[src/rtl/mult_lut_pkg.sv]
// Shared types and defaults for the LUT-based multiplier controller.
package mult_lut_pkg;

    typedef enum logic [1:0] {
        IDLE = 2'd0,
        READ = 2'd1,
        HOLD = 2'd2
    } state_e;

    localparam int N_DEF       = 2;
    localparam int RD_LAT_DEF  = 1;
    localparam int ACC_GUARD_W = 4;

endpackage

[src/rtl/mult_lut_ctrl.sv]
// Controller that looks up a*b in an external product ROM and returns it over a valid/ready handshake.
// Optional running accumulator of captured products when MULT_LUT_ACC_EN is defined.
module mult_lut_ctrl
    import mult_lut_pkg::*;
#(
    parameter int N      = N_DEF,
    parameter int RD_LAT = RD_LAT_DEF
) (
    input  logic           clk,
    input  logic           rst_n,
    input  logic           in_valid,
    output logic           in_ready,
    input  logic [N-1:0]   a,
    input  logic [N-1:0]   b,
    output logic [2*N-1:0] rom_addr,
    output logic           rom_en,
    output logic           rom_read_en,
    input  logic [2*N-1:0] rom_data,
    output logic           out_valid,
    input  logic           out_ready,
    output logic [2*N-1:0] product,
    output logic           busy
`ifdef MULT_LUT_ACC_EN
    ,
    input  logic                       acc_clr,
    output logic [2*N+ACC_GUARD_W-1:0] acc_out
`endif
);

    // Wide enough for the largest supported read latency (15).
    localparam int               CNT_W    = 4;
    localparam logic [CNT_W-1:0] CNT_LOAD = CNT_W'(RD_LAT - 1);

    state_e           state_q, state_d;
    logic [CNT_W-1:0] cnt_q, cnt_d;
    logic [2*N-1:0]   addr_q, addr_d;
    logic [2*N-1:0]   prod_q, prod_d;
    logic             xfer;
    logic             capture;

    assign in_ready = (state_q == IDLE) || ((state_q == HOLD) && out_ready);
    assign xfer     = in_valid && in_ready;

    // A transfer is only possible from IDLE or a draining HOLD, so it always restarts READ.
    always_comb begin
        state_d = state_q;
        cnt_d   = cnt_q;
        addr_d  = addr_q;
        prod_d  = prod_q;
        capture = 1'b0;
        if (xfer) begin
            state_d = READ;
            cnt_d   = CNT_LOAD;
            addr_d  = {a, b};
        end else begin
            case (state_q)
                READ: begin
                    if (cnt_q == '0) begin
                        prod_d  = rom_data;
                        capture = 1'b1;
                        state_d = HOLD;
                    end else begin
                        cnt_d = cnt_q - 1'b1;
                    end
                end
                HOLD: begin
                    if (out_ready) begin
                        state_d = IDLE;
                    end
                end
                default: begin
                    state_d = IDLE;
                end
            endcase
        end
    end

    always_ff @(posedge clk or negedge rst_n) begin
        if (!rst_n) begin
            state_q <= IDLE;
            cnt_q   <= '0;
            addr_q  <= '0;
            prod_q  <= '0;
        end else begin
            state_q <= state_d;
            cnt_q   <= cnt_d;
            addr_q  <= addr_d;
            prod_q  <= prod_d;
        end
    end

    assign rom_en      = (state_q == READ);
    assign rom_read_en = (state_q == READ);
    assign out_valid   = (state_q == HOLD);
    assign busy        = (state_q != IDLE);
    assign rom_addr    = addr_q;
    assign product     = prod_q;

`ifdef MULT_LUT_ACC_EN
    logic [2*N+ACC_GUARD_W-1:0] acc_q;

    // Clear wins over an add landing on the same edge.
    always_ff @(posedge clk or negedge rst_n) begin
        if (!rst_n) begin
            acc_q <= '0;
        end else if (acc_clr) begin
            acc_q <= '0;
        end else if (capture) begin
            acc_q <= acc_q + {{ACC_GUARD_W{1'b0}}, rom_data};
        end
    end

    assign acc_out = acc_q;
`endif

endmodule

[config.mk]
export PLATFORM = sky130hd
export DESIGN_NAME = mult_lut_ctrl
export DESIGN_NICKNAME = d
export VERILOG_FILES = /design/src/rtl/mult_lut_pkg.sv /design/src/rtl/mult_lut_ctrl.sv
export SDC_FILE = /design/constraint.sdc
export NUM_CORES = 1
export LEC_CHECK = 0
export ABC_AREA = 0
export CAP_MARGIN = 10
export CORE_MARGIN = 5
export CORE_UTILIZATION = 40
export DETAILED_ROUTE_END_ITERATION = 8
export PLACE_DENSITY = 0.71
export SLEW_MARGIN = 40
export SYNTH_ARGS = -nofsm -noshare
export SYNTH_HDL_FRONTEND = slang
export SYNTH_SLANG_ARGS = --single-unit
[constraint.sdc]
create_clock -name clk -period 1.5 [get_ports clk]
set_input_delay 0.3 -clock clk [delete_from_list [all_inputs] [get_ports clk]]
set_output_delay 0.3 -clock clk [all_outputs]
set_load 0.1 [all_outputs]
==> results.ini, run 1 <==
[run_status]
outcome=finished, final reports clean

[setup_path]
start_kind=flop
arrival_ns=1.19
cp_slowest_stage_delay_ns=0.41
cp_max_fo=4
setup.worst_path.class=reg -> out
cp-end-kind=primary output
crit_chain=nand2b_4 > clkinvlp_4 > buf_12
required_ns=1.20
crit_slowest_cell=dfrtp_1

[finish]
layoutNonFillerInstCount=102
multi_input_area_um2=292
area_growth_syn_to_layout_pct=85.0
layout-drive-gt1-share=0.500
layout_common_cells=13 x dfrtp_1, 13 x buf_12, 10 x clkdlybuf4s50_1
diodes=0
post-route-cell-area_mm2=0.00114
seq_area_um2=352
nFillCells=101
final_util=0.768
nets=100

[placement]
place_area_mm2=0.00106
dp_cells=94
dp_hpwl_um=1060
routabilityCongestion=0.843
io_buffer_count=24

[route]
ant_nets=0
wirelength_um=1430
route.detailed.drc=0
viasPerCell=4.99
wl_per_cell_um=14.0
dr.pass1.iters=1
drt-initial-drc-count=0
num_vias=509

[logic_synthesis]
ys_seq_elements=14
synth_area_um2=618
synth_top_area_share=0.567
synthCells=52
yosysTopAreaCell=dfrtp_1
ys_types=17
synth.area.top_cells=dfrtp_1 57%, mux2_2 15%, o21ai_0 4.0%, mux2i_1 3.2%, inv_1 3.0%
ys_seq_area_frac=0.567
yosys_warnings=0
syn_avg_cell_area_um2=11.9
syn_nets=65

[clock_network]
cts.path.max_buffers=2
clock-sinks=14
clk_pin_slew_ns=0.08
hold_buffers=0
cts_tree=yes
cts.htree.levels=1
insertion_delay_ns=0.27
cts-buffers-inserted=3
root_buffer=clkbuf_4

[timing]
max_freq_mhz=669
timing.final.crit_share=0.996
fin_skew_ns=0.00103
worst_pin_slew_ns=0.358
slew_headroom=0.761
final-max-slew-violation-count=0
rsz0062_at_grt=yes
finalHoldViolCount=0
fin_tns_setup_ns=0
setup_viol=0
period_needed_ns=1.49

[global_route]
grt_pass1_wl_um=2310
grt_max_degree=15
grt_pass1_vias=519
overflow=0
antenna_found_initial=0
groute.usage.overall=0.124

[die]
die_area_mm2=0.00243
fp.dieH_um=49.3
initial_utilization=0.415
io-pin-count=25
rows=14
die_x_um=49.3
coreArea_mm2=0.00149

[run]
drv_cap=0

[hold_path]
hold_path.class=in -> async

## area by class of cell
class / count / share of cell area
flip-flops and latches: 14 / 0.307
multi-input cells: 32 / 0.255
well taps: 16 / 0.0175
inverters: 5 / 0.0197
repair buffers: 31 / 0.369
clock buffers: 4 / 0.0317
## cell families (layout without fill, tap and decap cells)
| family | after synthesis | count (layout) | synth area share |
|---|---|---|---|
| buffers and inverters | 6 | 40 | 0.0425 |
| DFF | 14 | 14 | 0.567 |
| and+or+nand+nor | 13 | 13 | 0.128 |
| adders and majority gates | 1 | 1 | 0.0202 |
| AOI/OAI and AO/OA | 8 | 8 | 0.0648 |
| muxes | 10 | 10 | 0.178 |
## flip-flops by register name, indices dropped and copies added (netlist names)
| register | flops |
|---|---|
| cnt_q | 4 |
| product | 4 |
| rom_addr | 4 |
| state_q | 2 |
## repair_timing
action	in CTS	in global routing
pin swaps	1	1
endpoints found under the setup margin	4	6
buffers inserted	2	2
gates resized for setup	6	2
gates cloned	0	0
## routing by layer
layer | part of all wire | vias to the layer above | GRT usage
met4 | 0 | 0 | 0.0538
met5 | 0 | - | 0
met2 | 0.53 | 15 | 0.204
li1 | - | 244 | -
met1 | 0.41 | 250 | 0.145
met3 | 0.065 | 0 | 0.0398
## through the flow
| step | hold WS (ns) | setup WS (ns) |
|---|---|---|
| after floorplan | 0.00441 | -0.246 |
| after global placement | 0.500 | -0.0845 |
| after detailed placement | 0.514 | -0.115 |
| after CTS | 0.319 | 0.00519 |
| after global routing | 0.325 | -0.0558 |
| final | 0.320 | 0.00578 |
## worst max-delay path, delay by kind of cell (launching register included)
family,cells,cell delay [ns]
DFF,1,0.41
buffers and inverters,2,0.35
and+or+nand+nor,1,0.17
## cell usage after synthesis (all sizes together)
| cell type | n |
|---|---|
| dfrtp | 14 |
| mux2 | 8 |
| inv | 5 |
| o21ai | 5 |
| a21oi | 3 |
| nand2b | 3 |
| nor2 | 3 |
| mux2i | 2 |
| or2 | 2 |
| buf | 1 |
| ha | 1 |
| nand3 | 1 |
| nand4b | 1 |
| nor2b | 1 |
| or3 | 1 |
| or4 | 1 |
## final timing paths
kind,startpoint,endpoint,slack [ns],depth (start not counted)
max reg2reg,state_q[1]$_DFFE_PN0P_,product[3]$_DFFE_PN0P_,0.08,5
min reg2reg,product[0]$_DFFE_PN0P_,product[0]$_DFFE_PN0P_,0.58,1
max in group asynchronous,rst_n,state_q[0]$_DFFE_PN0P_,1.00,2
min,rst_n,state_q[1]$_DFFE_PN0P_,0.32,2
max,state_q[1]$_DFFE_PN0P_,rom_read_en,0.006,3
min in group clk,out_ready,state_q[1]$_DFFE_PN0P_,0.44,2
Power of run 1 is not shown: default switching activity piles up to over one toggle a cycle in this logic, so the estimate is an artifact.
==> inputs of run 2 (changes only) <==
--- a/config.mk
+++ b/config.mk
@@ -11,6 +11,7 @@
 export CORE_UTILIZATION = 40
 export DETAILED_ROUTE_END_ITERATION = 8
 export PLACE_DENSITY = 0.71
+export SKIP_LAST_GASP = 1
 export SLEW_MARGIN = 40
 export SYNTH_ARGS = -nofsm -noshare
 export SYNTH_HDL_FRONTEND = slang
==> results of run 2 <==
No change in the layout: final DEF, timing and power equal those of run 1.
Power of run 2 is left out for the same reason.
